==> src/rtl/lock_code_sender_pkg.sv <==
// Shared widths for the lock code sender: symbol width and counter sizes.
// The counters are sized so that every legal WAIT_CYCLES/MAX_TRIES value fits without wrapping.
package lock_code_sender_pkg;

  localparam int SYM_W      = 3;
  localparam int WAIT_CNT_W = 4;
  localparam int TRY_CNT_W  = 3;

  typedef logic [SYM_W-1:0] sym_t;

endpackage

==> src/rtl/lock_code_sender.sv <==
// Sends the three-symbol unlock code to a digital lock, waits a bounded window for its
// y response, and retries up to MAX_TRIES times before reporting failure.
module lock_code_sender
  import lock_code_sender_pkg::*;
#(
  parameter logic [2:0] C1          = 3'b011,
  parameter logic [2:0] C2          = 3'b111,
  parameter logic [2:0] C3          = 3'b101,
  parameter logic [2:0] IDLE_SYM    = 3'b000,
  parameter int         WAIT_CYCLES = 4,
  parameter int         MAX_TRIES   = 3
) (
  input  logic             clk,
  input  logic             reset,
  input  logic             start,
  input  logic             abort,
  output logic [SYM_W-1:0] x_out,
  input  logic             y_in,
  output logic             busy,
  output logic             done,
  output logic             unlocked,
  output logic             fail
);

  localparam logic [2:0] S_IDLE  = 3'd0;
  localparam logic [2:0] S_SEND1 = 3'd1;
  localparam logic [2:0] S_SEND2 = 3'd2;
  localparam logic [2:0] S_SEND3 = 3'd3;
  localparam logic [2:0] S_WAIT  = 3'd4;
  localparam logic [2:0] S_GAP   = 3'd5;
  localparam logic [2:0] S_FIN   = 3'd6;

  localparam logic [WAIT_CNT_W-1:0] WAIT_LAST = WAIT_CNT_W'(WAIT_CYCLES - 1);
  localparam logic [TRY_CNT_W-1:0]  TRY_LIMIT = TRY_CNT_W'(MAX_TRIES);

  logic [2:0]            state;
  logic [WAIT_CNT_W-1:0] wait_cnt;
  logic [TRY_CNT_W-1:0]  try_cnt;

  assign busy = (state != S_IDLE);

  // NOTE: all state below is updated with non-blocking assignments so every register
  // sees the pre-edge values of the others, independent of statement order.
  always_ff @(posedge clk or posedge reset) begin
    if (reset) begin
      state    <= S_IDLE;
      x_out    <= IDLE_SYM;
      wait_cnt <= '0;
      try_cnt  <= '0;
      done     <= 1'b0;
      unlocked <= 1'b0;
      fail     <= 1'b0;
    end else begin
      // NOTE: done and x_out get a default every cycle, so each branch only states
      // where they differ and neither can hold a stale value.
      done  <= 1'b0;
      x_out <= IDLE_SYM;

      if (abort) begin
        // Cancel silently: the result flags keep whatever they held.
        state <= S_IDLE;
      end else begin
        case (state)
          S_IDLE: begin
            if (start) begin
              state    <= S_SEND1;
              x_out    <= C1;
              unlocked <= 1'b0;
              fail     <= 1'b0;
              try_cnt  <= TRY_CNT_W'(1);
            end
          end
          S_SEND1: begin
            state <= S_SEND2;
            x_out <= C2;
          end
          S_SEND2: begin
            state <= S_SEND3;
            x_out <= C3;
          end
          S_SEND3: begin
            state    <= S_WAIT;
            wait_cnt <= '0;
          end
          S_WAIT: begin
            // A response on the last window sample still counts as success.
            if (y_in) begin
              state    <= S_FIN;
              unlocked <= 1'b1;
              done     <= 1'b1;
            end else if (wait_cnt == WAIT_LAST) begin
              if (try_cnt < TRY_LIMIT) begin
                state <= S_GAP;
              end else begin
                state <= S_FIN;
                fail  <= 1'b1;
                done  <= 1'b1;
              end
            end else begin
              wait_cnt <= wait_cnt + 1'b1;
            end
          end
          S_GAP: begin
            state   <= S_SEND1;
            x_out   <= C1;
            try_cnt <= try_cnt + 1'b1;
          end
          S_FIN: begin
            state <= S_IDLE;
          end
          default: begin
            state <= S_IDLE;
          end
        endcase
      end
    end
  end

endmodule

==> config.mk <==
export PLATFORM = sky130hd
export DESIGN_NAME = lock_code_sender
export DESIGN_NICKNAME = d
export VERILOG_FILES = /design/src/rtl/lock_code_sender_pkg.sv /design/src/rtl/lock_code_sender.sv
export SDC_FILE = /design/constraint.sdc
export NUM_CORES = 1
export LEC_CHECK = 0
export CORE_UTILIZATION = 47
export DETAILED_ROUTE_END_ITERATION = 12
export MAX_ROUTING_LAYER = met4
export PLACE_DENSITY = 0.82
export SLEW_MARGIN = 20
export SYNTH_ARGS = -nofsm -noshare
export SYNTH_HDL_FRONTEND = slang
export SYNTH_SLANG_ARGS = --single-unit
==> constraint.sdc <==
create_clock -name clk -period 1.31 [get_ports clk]
set_input_delay 0.262 -clock clk [delete_from_list [all_inputs] [get_ports clk]]
set_output_delay 0.262 -clock clk [all_outputs]
set_load 0.005 [all_outputs]
==> impl_summary.log, run 1 <==
INFO  metric status = finished, violations left
INFO  metric violated_checks = setup timing
INFO  metric unrepaired_setup_endpoints_after_global_routing = true
INFO  metric data_arrival_time_of_the_worst_path = 1.84 ns
INFO  metric synth_flop_cell = dfrtp_1
INFO  metric clock.fmax = 600 MHz
INFO  metric tritoncts.num_buffers = 3
INFO  metric hold_violations_final = 0
INFO  metric boundaryPins = 12
INFO  metric power.sequential.fraction = 38.8%
INFO  metric mostFrequentLayoutCells = 27 x buf_4, 15 x dfrtp_1, 12 x buf_6
INFO  metric power.static_leakage = 0.691 nW
INFO  metric clock_insertion_delay_worst_skew = 0.30 ns
INFO  metric cap_viol_max_count = 0
INFO  metric worst_r2r_startpoint = state[0]
INFO  metric dr.pass1.iters = 5
INFO  metric setup_viol_count_final = 15
INFO  metric row_count = 15
INFO  metric synth-xor-area-share = 0.954%
INFO  metric layoutNonFillerInstCount = 167
INFO  metric power.internal = 1.07 mW
INFO  metric cp_data_required_time = 1.49 ns
INFO  metric synth.mux.area_fraction = 1.09%
INFO  metric postLayoutSetupSlackWorst = -0.356 ns
INFO  metric synth_simple_gate_area_share = 28.3%
INFO  metric synthDistinctLibCells = 36
INFO  metric grt_first_pass_wirelength = 4430 um
INFO  metric combPwrFrac = 40.2%
INFO  metric dominant_combinational_cell_family_by_area_after_synthesis = simple AND/OR/NAND/NOR gates
INFO  metric synthToLayoutAreaGrowth = 58.4%
INFO  metric finalMaxSlewViolations = 0
INFO  metric synth-seq-cells = 16
INFO  metric place.detailed.hpwl = 1710 um
INFO  metric share_of_total_power_in_the_clock_network = 20.9%
INFO  metric crit_fanout = 4
INFO  metric antenna_violations_before_repair = 0
INFO  metric timing.setup.critical_path_class = register to register
INFO  metric clock_sinks = 16
INFO  metric synth.yosys.seq_area_share = 43.6%
INFO  metric io_buffers = 11
INFO  metric detail_route.wirelength = 3460 um
INFO  metric timing.final.crit_share = 127%
INFO  metric finClkSkew = 0.00331 ns
INFO  metric postSynth.asyncResetShare = 100%
INFO  metric placeable_core_area = 1780 um2
INFO  metric post_synth_instance_area = 918 um2
INFO  metric design.die.area = 2130 um2
INFO  metric grt_start_max_net_pins = 17
INFO  metric max_slew.worst_pin.slew = 0.497 ns
INFO  metric clock_tree_from_tritoncts = done
INFO  metric worst_ir_drop_vdd = 1.37 mV
INFO  metric synth_edf_count = 0
INFO  metric powerDensity = 1100 nW/um2
INFO  metric maxSlewHeadroom = 66.8%
INFO  metric capture_point_of_the_worst_reg_to_reg_path = wait_cnt[1]
INFO  metric power.net_switching = 538 uW
INFO  metric vias_per_cell = 6.45
INFO  metric drt_iter0_drc = 69
INFO  metric clock_tree.root_cell = clkbuf_4
INFO  metric category_of_the_worst_setup_path_launch_point = register
INFO  metric grt_overflow = 0
INFO  metric syn_inst = 93
INFO  metric fp.dieW = 46.2 um
INFO  metric clock_path_buffers = 2
INFO  metric synth_compound_gate_area_share = 17.0%
INFO  metric worstSetupEndpointType = register
INFO  metric commonest_non_fill_non_tap_cell_in_the_layout = buf_4
INFO  metric hold_path.class = primary input to async pin
INFO  metric ctsHtreeMaxLevel = 1
INFO  metric postSynthAreaPerCell = 9.88 um2
INFO  metric grt_pass1_vias = 908
INFO  metric wl_per_cell = 20.7 um
INFO  metric period_needed = 1.67 ns
INFO  metric ff2ff_setup_slack = -0.36 ns
INFO  metric sw_frac_of_total = 33.5%
INFO  metric ys_warn_count = 0
INFO  metric layout.nets = 150
INFO  metric placed_cells = 152
INFO  metric antenna_cells = 0
INFO  metric clkTransAtPathRegs = 0.10 ns
INFO  metric route.vias.total = 1077
INFO  metric routabilityCongestion = 0.790
INFO  metric gr-usage-all-layers = 31.5%
INFO  metric floorplan.initialDensity = 51.5%
INFO  metric route.antenna.remaining_nets = 0
INFO  metric synth-adder-area-share = 2.72%
INFO  metric drt_drc_violations_left = 0
INFO  metric final_layout_size_suffix_gt1_share = 44.4%
INFO  metric synth_nets = 100
INFO  metric fin_setup_tns = -3.53 ns
INFO  metric fill_cells = 96
INFO  metric chipHeight = 46.2 um
INFO  metric worst-r2r-cell-count = 5
-- routing by layer --
layer	track usage [%]	up-vias	part of all wire, %
met5	-	-	0
met4	11.8	0	6.2
met3	5.88	29	12
met2	49.0	102	45
met1	40.5	502	37
li1	-	444	-
-- through the flow --
stage / util (%) / cell area (um2) / hold slack, ns / worst slack (ns) / total power, mW
floorplan: - / 925 / 0.176 / -0.0216 / 0.856
global placement: 69.8 / 1240 / 0.487 / -0.364 / 1.08
detailed placement: 69.8 / 1240 / 0.532 / -0.458 / 1.11
CTS: 75.6 / 1350 / 0.270 / -0.300 / 1.47
global route: 81.6 / 1460 / 0.303 / -0.403 / 1.64
finish: 81.6 / 1460 / 0.263 / -0.356 / 1.61
-- worst max-delay path by stage --
stage,startpoint,end,slack (ns),cells past startpoint
6_report,state[0],wait_cnt[1],-0.36,5
2_1_floorplan,state[0],busy,-0.02,3
3_5_place_dp,y_in,wait_cnt[1],-0.46,4
4_1_cts,state[1],wait_cnt[1],-0.30,5
3_3_place_gp,y_in,wait_cnt[1],-0.36,4
5_1_grt,state[0],wait_cnt[1],-0.40,5
-- synth_stat cells (2+ instances only) --
library cell | count | share of area, %
a21oi_1 | 10 | 5.4
clkbuf_1 | 2 | 0.82
a21o_1 | 2 | 1.6
inv_1 | 7 | 2.9
nor2_1 | 4 | 1.6
nor3_1 | 5 | 2.7
o211ai_2 | 2 | 2.7
or4b_4 | 2 | 3.0
ha_1 | 2 | 2.7
or3_1 | 3 | 2.0
nor4b_1 | 2 | 1.9
a31oi_1 | 3 | 2.0
nand3_1 | 5 | 2.7
o21ai_1 | 4 | 2.2
dfrtp_1 | 16 | 44
nand4_1 | 2 | 1.4
nand3b_1 | 3 | 2.5
-- worst max-delay path, cell delays in order, from the launching register on --
cell	delay [ns]
dfrtp_1	0.40
buf_6	0.13
buf_6	0.11
or4b_4	0.58
o211ai_2	0.20
nand3_1	0.11
-- repair_timing --
item	4_1_cts	5_1_grt
gates resized for setup	17	16
hold buffers	0	0
buffers inserted	5	6
setup endpoints to repair	20	17
gates cloned	0	0
pin swaps	11	11
-- cells by family after synthesis --
group / count (synthesis)
XOR/XNOR: 1
adder cells (fa/ha/maj): 2
multiplexers: 1
buffers and inverters: 12
AO/OA/AOI/OAI: 25
flip-flops: 16
AND/OR/NAND/NOR: 36
-- sequential cells by signal, summed over array words and instances, names as in the netlist --
signal	cells
wait_cnt	4
state	3
try_cnt	3
x_out	3
done	1
fail	1
unlocked	1
-- cell type report --
| type | instances | area, um2 | area share [%] |
|---|---|---|---|
| Clock buffer | 4 | 36.3 | 2.49 |
| Inverter | 7 | 26.3 | 1.81 |
| Multi-Input combinational cell | 65 | 524 | 36.0 |
| Sequential cell | 16 | 402 | 27.6 |
| Tap cell | 25 | 31.3 | 2.15 |
| Timing Repair Buffer | 50 | 435 | 29.9 |
-- power groups by stage --
stage          logic [mW]  clock network [mW]  registers [mW]
6_report            0.646               0.336           0.624
5_1_grt             0.662               0.353           0.621
4_1_cts             0.533               0.339           0.602
3_5_place_dp        0.493                   0           0.613
3_3_place_gp        0.475                   0           0.609
2_1_floorplan       0.236                   0           0.620
(Power assumes the default switching activity.)
==> inputs of run 2 (changes only) <==
Settings changed: CORE_MARGIN set to 3, SKIP_CTS_REPAIR_TIMING set to 1.
==> impl_summary.log, run 2 (same netlist as run 1, synthesis figures left out) <==
INFO  metric status = finished, violations left
INFO  metric violated_checks = setup timing
INFO  metric sw_frac_of_total = 32.2%
INFO  metric tritoncts.num_buffers = 3
INFO  metric timing.setup.critical_path_class = register to register
INFO  metric final_layout_size_suffix_gt1_share = 39.7%
INFO  metric grt_start_max_net_pins = 17
INFO  metric category_of_the_worst_setup_path_launch_point = register
INFO  metric clkTransAtPathRegs = 0.10 ns
INFO  metric drt_drc_violations_left = 0
INFO  metric clock_insertion_delay_worst_skew = 0.29 ns
INFO  metric floorplan.initialDensity = 51.5%
INFO  metric grt_overflow = 0
INFO  metric powerDensity = 1120 nW/um2
INFO  metric grt_pass1_vias = 858
INFO  metric clock.fmax = 645 MHz
INFO  metric ctsHtreeMaxLevel = 1
INFO  metric share_of_total_power_in_the_clock_network = 21.7%
INFO  metric place.detailed.hpwl = 1620 um
INFO  metric gr-usage-all-layers = 21.4%
INFO  metric mostFrequentLayoutCells = 25 x buf_4, 15 x dfrtp_1, 7 x inv_1, 7 x a21oi_1, 6 x dlymetal6s2s_1
INFO  metric io_buffers = 11
INFO  metric routabilityCongestion = 0.856
INFO  metric route.vias.total = 942
INFO  metric hold_path.class = primary input to async pin
INFO  metric worst_ir_drop_vdd = 0.852 mV
INFO  metric crit_fanout = 9
INFO  metric combPwrFrac = 38.0%
INFO  metric clock_tree_from_tritoncts = done
INFO  metric grt_first_pass_wirelength = 3940 um
INFO  metric clock_path_buffers = 2
INFO  metric max_ffs_per_register = 4
INFO  metric timing.final.crit_share = 118%
INFO  metric data_arrival_time_of_the_worst_path = 1.73 ns
INFO  metric cp_data_required_time = 1.49 ns
INFO  metric power.net_switching = 494 uW
INFO  metric maxSlewHeadroom = 68.7%
INFO  metric power.sequential.fraction = 40.3%
INFO  metric unrepaired_setup_endpoints_after_global_routing = true
INFO  metric clock_sinks = 16
INFO  metric chipHeight = 50.2 um
INFO  metric worstSetupEndpointType = register
INFO  metric hold_violations_final = 0
INFO  metric ff2ff_setup_slack = -0.24 ns
INFO  metric placeable_core_area = 1780 um2
INFO  metric boundaryPins = 12
INFO  metric power.static_leakage = 0.708 nW
INFO  metric detail_route.wirelength = 2670 um
INFO  metric commonest_non_fill_non_tap_cell_in_the_layout = buf_4
INFO  metric drt_iter0_drc = 26
INFO  metric finalMaxSlewViolations = 0
INFO  metric vias_per_cell = 6.04
INFO  metric registers.top_by_ff_count = wait_cnt
INFO  metric postLayoutSetupSlackWorst = -0.240 ns
INFO  metric fp.dieW = 50.2 um
INFO  metric power = 1.53 mW
INFO  metric finClkSkew = 0.00436 ns
INFO  metric synthToLayoutAreaGrowth = 48.8%
INFO  metric max_slew.worst_pin.slew = 0.468 ns
INFO  metric power.internal = 1.04 mW
INFO  metric design.die.area = 2520 um2
INFO  metric layout.nets = 139
INFO  metric dpl_worst_slack = -0.396 ns
INFO  metric row_count = 15
INFO  metric setup_viol_count_final = 14
INFO  metric cap_viol_max_count = 0
INFO  metric antenna_cells = 0
INFO  metric route.antenna.remaining_nets = 0
INFO  metric period_needed = 1.55 ns
INFO  metric wl_per_cell = 17.1 um
INFO  metric clock_tree.root_cell = clkbuf_4
INFO  metric dr.pass1.iters = 4
INFO  metric antenna_violations_before_repair = 0
## run 2: worst max-delay path, cell delays in order (launching register included)
cell	delay (ns)
dfrtp_2	0.44
buf_6	0.14
or4b_4	0.59
o211ai_2	0.17
nand3_1	0.10
## run 2: per-layer routing
layer  wire, um  vias up  track usage (%)
li1           -      422                -
met1       1040      453             27.3
met2       1320       50             33.7
met3        168       17             2.97
met4        144        0             9.68
met5          0        -                -
## run 2: cell type report
cell class                      count  area, um2
Clock buffer                        4       36.3
Fill cell                         112        417
Inverter                            7       26.3
Multi-Input combinational cell     65        529
Sequential cell                    16        402
Tap cell                           25       31.3
Timing Repair Buffer               39        342
## run 2: stage by stage
step                setup TNS (ns)  area, um2  cells  utilization, %  hold WS (ns)
global placement             -3.72       1220    149            68.6         0.488
CTS                          -2.93       1260    153            70.6         0.282
finish                       -2.07       1370    156            76.6         0.265
detailed placement           -4.02       1220    149            68.6         0.514
floorplan                  -0.0713        925     93               -         0.176
global route                 -2.92       1370    156            76.6         0.289
## run 2: worst paths after layout
kind	startpoint	to	depth (start not counted)
setup / recovery	state[1]	wait_cnt[1]	4
hold reg to reg	fail	fail	2
setup reg to reg	state[1]	wait_cnt[1]	4
hold / removal	reset	wait_cnt[0]	3
max in group asynchronous	reset	state[1]	3
min in group clk	fail	fail	2
## run 2: power groups by stage
stage	Clock (mW)	Sequential, mW	Combinational [mW]
2_1_floorplan	0	0.620	0.236
3_3_place_gp	0	0.610	0.474
3_5_place_dp	0	0.615	0.488
4_1_cts	0.333	0.605	0.499
5_1_grt	0.360	0.630	0.636
6_report	0.332	0.618	0.583
==> inputs of run 3 (changes only) <==
Settings changed: ABC_CLOCK_PERIOD_IN_PS set to 1310.
==> results of run 3 <==
No change in the layout: final DEF, timing and power equal those of run 2.
